[config.mk]
export PLATFORM = sky130hd
export DESIGN_NAME = excp_ita
export DESIGN_NICKNAME = d
export VERILOG_FILES = /design/src/rtl/excp_ita.sv
export SDC_FILE = /design/constraint.sdc
export NUM_CORES = 1
export LEC_CHECK = 0
export CAP_MARGIN = 0
export CORE_MARGIN = 2
export CORE_UTILIZATION = 40
export DETAILED_ROUTE_END_ITERATION = 7
export PLACE_DENSITY = 0.7
export SYNTH_ARGS = -nofsm -noshare
export SYNTH_HDL_FRONTEND = slang
export SYNTH_SLANG_ARGS = --single-unit
[constraint.sdc]
create_clock -name clk -period 1.3 [get_ports clk]
set_input_delay 0.26 -clock clk [delete_from_list [all_inputs] [get_ports clk]]
set_output_delay 0.26 -clock clk [all_outputs]
set_load 0.03 [all_outputs]
[src/rtl/excp_ita.sv]
// Interrupt arbitration ahead of the IRQ unit: synchronises/registers the raw
// interrupt levels and presents them only while the core sits at a safe commit point.
module excp_ita #(
  parameter int SYNC_STAGES = 2,
  parameter int HOLDOFF     = 2
) (
  input  logic       clk,
  input  logic       rst,
  input  logic       ext_irq_i,
  input  logic       sft_irq_i,
  input  logic       tmr_irq_i,
  input  logic       commit_vld,
  input  logic       commit_is_jump,
  input  logic       flush_busy,
  input  logic       wfi_flag_r,
  input  logic       irq_ack,
  output logic [2:0] ita_o_pend,
  output logic       ita_o_ext_irq,
  output logic       ita_o_sft_irq,
  output logic       ita_o_tmr_irq
);

  typedef enum logic [1:0] {S_IDLE, S_ARM, S_PRESENT, S_HOLD} state_t;

  localparam logic [3:0] HOLD_INIT = (HOLDOFF > 0) ? 4'(HOLDOFF - 1) : 4'd0;

  state_t                   state_reg, state_next;
  logic [SYNC_STAGES-2:0]   ext_sync_reg;
  logic [2:0]               pend_reg;
  logic [2:0]               snap_reg, snap_next;
  logic [3:0]               cnt_reg, cnt_next;
  logic                     window;
  logic                     any_pend;
  logic [2:0]               gated;

  // The last ext synchroniser stage is pend_reg[2] itself, giving SYNC_STAGES flops total.
  always_ff @(posedge clk) begin
    if (rst) begin
      ext_sync_reg <= '0;
      pend_reg     <= '0;
    end else begin
      ext_sync_reg[0] <= ext_irq_i;
      for (int i = 1; i < SYNC_STAGES - 1; i++) begin
        ext_sync_reg[i] <= ext_sync_reg[i-1];
      end
      pend_reg <= {ext_sync_reg[SYNC_STAGES-2], tmr_irq_i, sft_irq_i};
    end
  end

  assign window   = ~flush_busy & (wfi_flag_r | (commit_vld & ~commit_is_jump));
  assign any_pend = |pend_reg;

  always_ff @(posedge clk) begin
    if (rst) begin
      state_reg <= S_IDLE;
      snap_reg  <= '0;
      cnt_reg   <= '0;
    end else begin
      state_reg <= state_next;
      snap_reg  <= snap_next;
      cnt_reg   <= cnt_next;
    end
  end

  always_comb begin
    state_next = state_reg;
    snap_next  = snap_reg;
    cnt_next   = cnt_reg;
    case (state_reg)
      S_IDLE: begin
        if (any_pend) state_next = S_ARM;
      end
      S_ARM: begin
        if (!any_pend) begin
          state_next = S_IDLE;
        end else if (window) begin
          state_next = S_PRESENT;
          snap_next  = pend_reg;
        end
      end
      S_PRESENT: begin
        // An acknowledge beats a simultaneous source drop so MIE clearing always gets its hold-off.
        if (irq_ack) begin
          if (HOLDOFF == 0) begin
            state_next = any_pend ? S_ARM : S_IDLE;
          end else begin
            state_next = S_HOLD;
            cnt_next   = HOLD_INIT;
          end
        end else if (~|(snap_reg & pend_reg)) begin
          state_next = S_IDLE;
        end else if (!window) begin
          state_next = S_ARM;
        end else begin
          snap_next = snap_reg | pend_reg;
        end
      end
      S_HOLD: begin
        if (cnt_reg == 4'd0) begin
          state_next = any_pend ? S_ARM : S_IDLE;
        end else begin
          cnt_next = cnt_reg - 4'd1;
        end
      end
      default: state_next = S_IDLE;
    endcase
  end

  // Driven purely from registers so commit-side glitches never reach the IRQ unit.
  assign gated         = {3{state_reg == S_PRESENT}} & snap_reg & pend_reg;
  assign ita_o_pend    = pend_reg;
  assign ita_o_ext_irq = gated[2];
  assign ita_o_tmr_irq = gated[1];
  assign ita_o_sft_irq = gated[0];

endmodule
==> results of run 1 <==
## report_power, final
group,total (mW),switching [mW],leakage (nW),internal [mW]
combinational,0.147,0.0668,0.341,0.0798
clock,0.256,0.137,0.0150,0.119
sequential,0.425,0.0144,0.109,0.411
total,0.828,0.218,0.465,0.609
## per-stage QoR
| stage | area [um2] | util (%) | hold WS [ps] | setup slack [ps] | power (mW) |
|---|---|---|---|---|---|
| 5_1_grt | 1079 | 73.30 | 476.4 | -311.1 | 0.8486 |
| 3_5_place_dp | 920.9 | 62.59 | 437.8 | -404.2 | 0.5622 |
| 2_1_floorplan | 634.4 | - | 386.8 | -98.22 | 0.4913 |
| 6_report | 1079 | 73.30 | 447.3 | -207.5 | 0.8276 |
| 3_3_place_gp | 920.9 | 62.59 | 421.6 | -392.8 | 0.5601 |
| 4_1_cts | 1049 | 71.26 | 449.8 | -189.2 | 0.8157 |
## cell type report
class	instances	area [um2]
Multi-Input combinational cell	48	409.1
Fill cell	107	392.9
Tap cell	16	20.02
Sequential cell	13	271.5
Timing Repair Buffer	39	326.6
Clock buffer	4	26.28
Inverter	6	25.02
## logic make-up after synthesis
family,Yosys count,synth area share [%]
DFF,13,42.54
and+or+nand+nor,26,22.90
buffers and inverters,7,5.521
xor gates and xnor gates,2,2.864
adders and majority gates,1,2.045
AOI/OAI and AO/OA,19,24.13
## placed cells by master (no fill, tap or decap), types with 3 or more instances in the layout
cell / instances
sky130_fd_sc_hd__nor3_2: 3
sky130_fd_sc_hd__a21oi_1: 3
sky130_fd_sc_hd__buf_4: 23
sky130_fd_sc_hd__clkbuf_4: 3
sky130_fd_sc_hd__dfxtp_2: 6
sky130_fd_sc_hd__a22o_1: 3
sky130_fd_sc_hd__nor2b_1: 4
sky130_fd_sc_hd__inv_1: 3
sky130_fd_sc_hd__nor2_1: 4
sky130_fd_sc_hd__dfxtp_1: 6
sky130_fd_sc_hd__buf_6: 4
sky130_fd_sc_hd__clkdlybuf4s50_1: 8
## worst max path at each step
stage                   start            to  slack, ps
6_report        ita_o_pend[0]   snap_reg[1]       -210
5_1_grt         ita_o_pend[0]   snap_reg[1]       -310
4_1_cts         ita_o_pend[0]   snap_reg[1]       -190
3_5_place_dp       commit_vld   snap_reg[1]       -400
3_3_place_gp   commit_is_jump  state_reg[0]       -390
2_1_floorplan   ita_o_pend[0]   snap_reg[0]       -100
## worst max-delay path, stage by stage, from the launching register on
cell and delay (ps):
sky130_fd_sc_hd__dfxtp_4 350, sky130_fd_sc_hd__a222oi_1 470, sky130_fd_sc_hd__nor2_2 100, sky130_fd_sc_hd__o211a_1 260
sky130_fd_sc_hd__a22o_1 220
## layer usage
layer  track usage (%)  vias to the layer above  part of all wire, %
met1             24.48                      325                   44
met5                 0                        -                    0
met4             10.91                        0                  1.9
met2             33.43                       34                   49
li1                  -                      331                    -
met3             4.255                        4                  5.2
## timing repair
action | 4_1_cts | 5_1_grt
pin swaps | 8 | 4
buffers inserted | 6 | 1
hold buffers | 0 | 0
resized for setup | 28 | 12
setup endpoints to repair | 14 | 13
==> impl_summary.txt, run 1 <==
----------------------------------------------------
[Min path]
  Worst hold path endpoint ... ita_o_pend[2]
  Path class of the lowest-slack min-delay path ... reg -> reg
  Worst hold stages ... 1
  Hold path start ... ext_sync_reg

[Placement]
  Number of instances in the placed design ... 116
  Port Buffer Count ... 15
  Placer's final routability congestion estimate ... 0.8127
  DP HPWL ... 1.214 mm

[Layout]
  Share of final-layout standard cells stronger than drive strength 1 ... 54.55%
  Area growth, synth to finish ... 76.28%
  Net count, final ... 122
  Flip-flop count of the largest register, all copies and words added ... 4
  Number of non-filler instances in the completed layout ... 126
  Ant diodes ... 0

[Setup path]
  Worst Reg-to-Reg Cells ... 4
  Required time reported for the critical path endpoint ... 1470 ps
  Critical Setup Path Class ... reg -> reg
  Destination of the worst register-to-register timing path ... snap_reg[1]
  Reg-to-Reg Start ... ita_o_pend[0]
  Setup slack, reg-to-reg ... -210 ps
  Setup crit start kind ... register
  Critical path data arrival time ... 1670 ps
  CP Max Fanout ... 3
  Critical Path Sink Type ... register

[Drt]
  Routed length per instance ... 13.97 um
  Via count ... 694
  Detailed Route Iter0 Violations ... 31
  Overall routed net length ... 1.760 mm
  Detail Route Antenna Nets ... 0
  Post-route DRC ... 0
  Number of iterations in the first detailed-routing pass ... 4
  Detailed-route vias per instance ... 5.508

[Global route]
  Overflow after GRT ... 0
  Total Routing Usage GR ... 20.37%
  First-pass GRT wire length ... 2.815 mm
  Largest net degree at the start of global routing ... 8
  Number of antenna violations at the first check in global routing ... 0
  Number of global-route vias before repair ... 667

[STA]
  Unrepaired setup endpoints after global routing ... true
  Max Slew Vio Count ... 0
  Total negative slack for setup checks ... -1038 ps
  Transition time at the pin with the least slew margin ... 481.3 ps
  Final-report hold violation count ... 0
  Shortest period the worst path allows ... 1508 ps
  Post-Route Skew ... 9.158 ps
  Worst Slack Setup Final ... -207.5 ps
  Worst slew margin ... 67.91%
  Setup violations, final ... 10
  Ratio of final minimum period to clock period ... 116.0%
  Maximum clock frequency ... 663.3 MHz

[Synthesis]
  Net count after synthesis ... 79
  Most common cell in the synthesized netlist ... sky130_fd_sc_hd__dfxtp_1
  Commonest register cell after synthesis ... sky130_fd_sc_hd__dfxtp_1
  Number of synthesized register bits ... 13
  Leading post-synthesis cells by cell area ... sky130_fd_sc_hd__dfxtp_1 43%, sky130_fd_sc_hd__nor2_1 4.3%, sky130_fd_sc_hd__a22o_1 4.3%, sky130_fd_sc_hd__a21oi_1 4.1%, sky130_fd_sc_hd__nor2b_1 4.1%
  Part of the Yosys area used for sequential elements ... 42.54%
  EDFF count, synth ... 0
  Share of Yosys cell area claimed by the top area cell type ... 42.54%
  Post-synthesis instance area ... 611.8 um2
  Number of unique standard cell types used by synthesis ... 28
  Synthesized netlist cell count ... 68
  Share of async-settable or async-resettable flops after synthesis ... 0%
  Warnings, synthesis ... 0
  Mean Syn Cell Area ... 8.998 um2
  Top cells by instance count after synthesis ... 13 x sky130_fd_sc_hd__dfxtp_1, 7 x sky130_fd_sc_hd__nor2_1, 6 x sky130_fd_sc_hd__inv_1, 5 x sky130_fd_sc_hd__a21oi_1, 4 x sky130_fd_sc_hd__nor2b_1
  Cell taking the most area after synthesis ... sky130_fd_sc_hd__dfxtp_1

[Die]
  Total die area ... 1858 um2
  Width of the die ... 43.11 um
  Boundary pin count ... 16
  Num rows ... 14
  Height of the chip ... 43.11 um
  Core area ... 1471 um2
  Starting density of the core ... 41.58%

[Clock tree]
  Clock Tree Buf Depth ... 2
  H-Tree Level Count ... 1
  Clock tree from TritonCTS ... done
  CTS clk-pin slew, worst paths ... 90 ps
  Clk Tree Root Cell ... sky130_fd_sc_hd__clkbuf_4
  CTS Sinks ... 13
  Number of CTS-inserted buffers ... 3
  Clock Latency Late Sink ... 280 ps

[Outcome]
  Run status ... complete, but fails checks
  Failing checks ... setup timing

[Power and ir drop]
  Areal power density over the cells ... 767.3 nW/um2
  Maximum vdd ir drop ... 614.6 uV
  Reported leakage power ... 0.4649 nW

[Flow run]
  Number of max-capacitance violations reported ... 0

----------------------------------------------------
No activity file was read; power rests on OpenSTA's default activity.
==> run 2, diff against run 1 <==
--- a/config.mk
+++ b/config.mk
@@ -5,7 +5,6 @@
 export SDC_FILE = /design/constraint.sdc
 export NUM_CORES = 1
 export LEC_CHECK = 0
-export CAP_MARGIN = 0
 export CORE_MARGIN = 2
 export CORE_UTILIZATION = 40
 export DETAILED_ROUTE_END_ITERATION = 7
==> results of run 2 <==
Final layout, timing and power as in run 1 (identical DEF).
==> RTL change (flow settings as in run 1) <==
The parameter `SYNC_STAGES` goes from 2 to 1. Comments in the files are not updated.
--- a/src/rtl/excp_ita.sv
+++ b/src/rtl/excp_ita.sv
@@ -1,7 +1,7 @@
 // Interrupt arbitration ahead of the IRQ unit: synchronises/registers the raw
 // interrupt levels and presents them only while the core sits at a safe commit point.
 module excp_ita #(
-  parameter int SYNC_STAGES = 2,
+  parameter int SYNC_STAGES = 1,
   parameter int HOLDOFF     = 2
 ) (
   input  logic       clk,
Check against the original RTL: not equivalent (a bounded check fails within 4 cycles, from zero or initial values and one cycle with rst high).
==> RTL change against run 1 <==
The flow still finishes with violations (negative setup slack); worst setup slack got worse by 0.013 ns; area after synthesis rose by 0.41%; die area rose by 0.37%; wire length rose by 21%; cell area rose by 6.1%; maximum frequency fell by 0.85%; first-iteration DRC count fell by 26%; sequential cell count fell by 3; critical endpoint is now ita_o_sft_irq; largest cell class unchanged; highest routed layer unchanged.
Power is not compared: it rests on default switching activity, and its combinational part moved more than twofold at a synthesized area within 25%.
==> RTL change: results (changes against run 1) <==
Outcome
  • Outcome: finished with violations
  • Violated checks: negative setup slack

Route
  • M1 wire length: 843 um (+8.6%)
  • Met2 wire length: 1160 um (+35%)
  • Via count: 710 (+2.3%)
  • Final wirelength: 2120 um (+21%)
  • Metal3 WL: 100 um (+8.7%)
  • WL/cell: 16.5 um (+18%)

Placement
  • GP Congestion: 0.734 (-9.7%)
  • Pre-CTS setup slack: -0.625 ns (-0.221 ns)
  • DP HPWL: 1200 um (-1.5%)
  • DP Cell Count: 121 (+4.3%)
  • Port bufs: 12 (-3)

STA
  • Final setup margin: -0.221 ns (-0.0130 ns)
  • Final Skew: 0.00326 ns (-0.00590 ns)
  • Setup TNS: -1.00 ns (+0.0352 ns)
  • Setup violations, final: 10 (unchanged)

Cells and area
  • Nets: 126 (+3.3%)
  • Post-route cell area: 0.00114 mm^2 (+6.1%)
  • Layout cells sized above 1: 59.3% (+4.7 points)
  • Comb_multi_in: 54 (+13%)
  • Non-clock buffers, area share: 29.6% (-0.66 points)
  • Seq/total area: 18.6% (-6.6 points)
  • Seq_cells: 10 (-3)
  • Number of signal-net buffers in the layout: 40 (+2.6%)
  • Fillers: 93 (-13%)
  • Clock network area share: 3.17% (+0.73 points)
  • Fraction of area in multi-input gates: 45.2% (+7.3 points)

Worst setup path
  • Reg-to-Reg End: state_reg[1]
  • Critical path's top delay family: simple AND/OR/NAND/NOR gates
  • CP Max Fanout: 6 (+3)
  • Slowest stage delay, CP: 0.34 ns (-0.13 ns)
  • Worst Path Arrival: 1.26 ns (-0.41 ns)
  • Reg-to-reg startpoint: state_reg[1]

Global route
  • First-pass GRT wire length: 2950 um (+4.7%)
  • Met2 usage: 38.2% (+4.8 points)
  • Vias in the first global route: 674 (+1.0%)
  • M1 GR Usage: 24.5% (+0.064 points)
  • GR Util met3: 4.68% (+0.43 points)

Logic synthesis
  • Register area share after synthesis: 32.6% (-9.9 points)
  • Synth cell types: 31 (+11%)
  • Synth cell count leaders: dfxtp_1 (10), nor2_1 (8), nand2_1 (6)
  • Synth top area cells: dfxtp_1 (33%), nor2_1 (4.9%), a2111oi_4 (4.5%)
  • Syn Inst Count: 72 (+5.9%)
  • Avg Inst Size Synth: 8.53 um^2 (-5.2%)

Clock tree
  • Clock transition at path regs: 0.07 ns (-0.02 ns)
  • Post-CTS Setup Bufs: 4 (-2)

Min path
  • Hold Path End: ita_o_pend[0]
  • Worst hold path depth: 2 (+1)
-- RTL change: changes by cell type in the layout (fill, tap and decap cells not counted), sizes merged, moves of 3 or more --
cell,run 1,this run
and3,5,0
buf,28,32
a22o,3,0
clkdlybuf4s50,8,5
dfxtp,13,10
nand2,3,6
-- RTL change: power by group through the flow --
| stage | logic (W) | clock network, W | registers (W) |
|---|---|---|---|
| CTS | 0.000629 | 0.000296 | 0.000378 |
| global route | 0.000796 | 0.000306 | 0.000391 |
| detailed placement | 0.000508 | 0 | 0.000377 |
| floorplan | 0.000288 | 0 | 0.000397 |
| global placement | 0.000499 | 0 | 0.000376 |
| finish | 0.000751 | 0.000292 | 0.000389 |
-- RTL change: kinds of logic after synthesis --
kind of cell / after synthesis / synth area share, %
AO/OA/AOI/OAI: 15 / 21.4
multiplexers: 2 / 3.46
adder cells (fa/ha/maj): 2 / 4.07
XOR/XNOR: 2 / 2.85
buffers and inverters: 9 / 7.33
flip-flops: 10 / 32.6
AND/OR/NAND/NOR: 31 / 27.7
other: 1 / 0.610
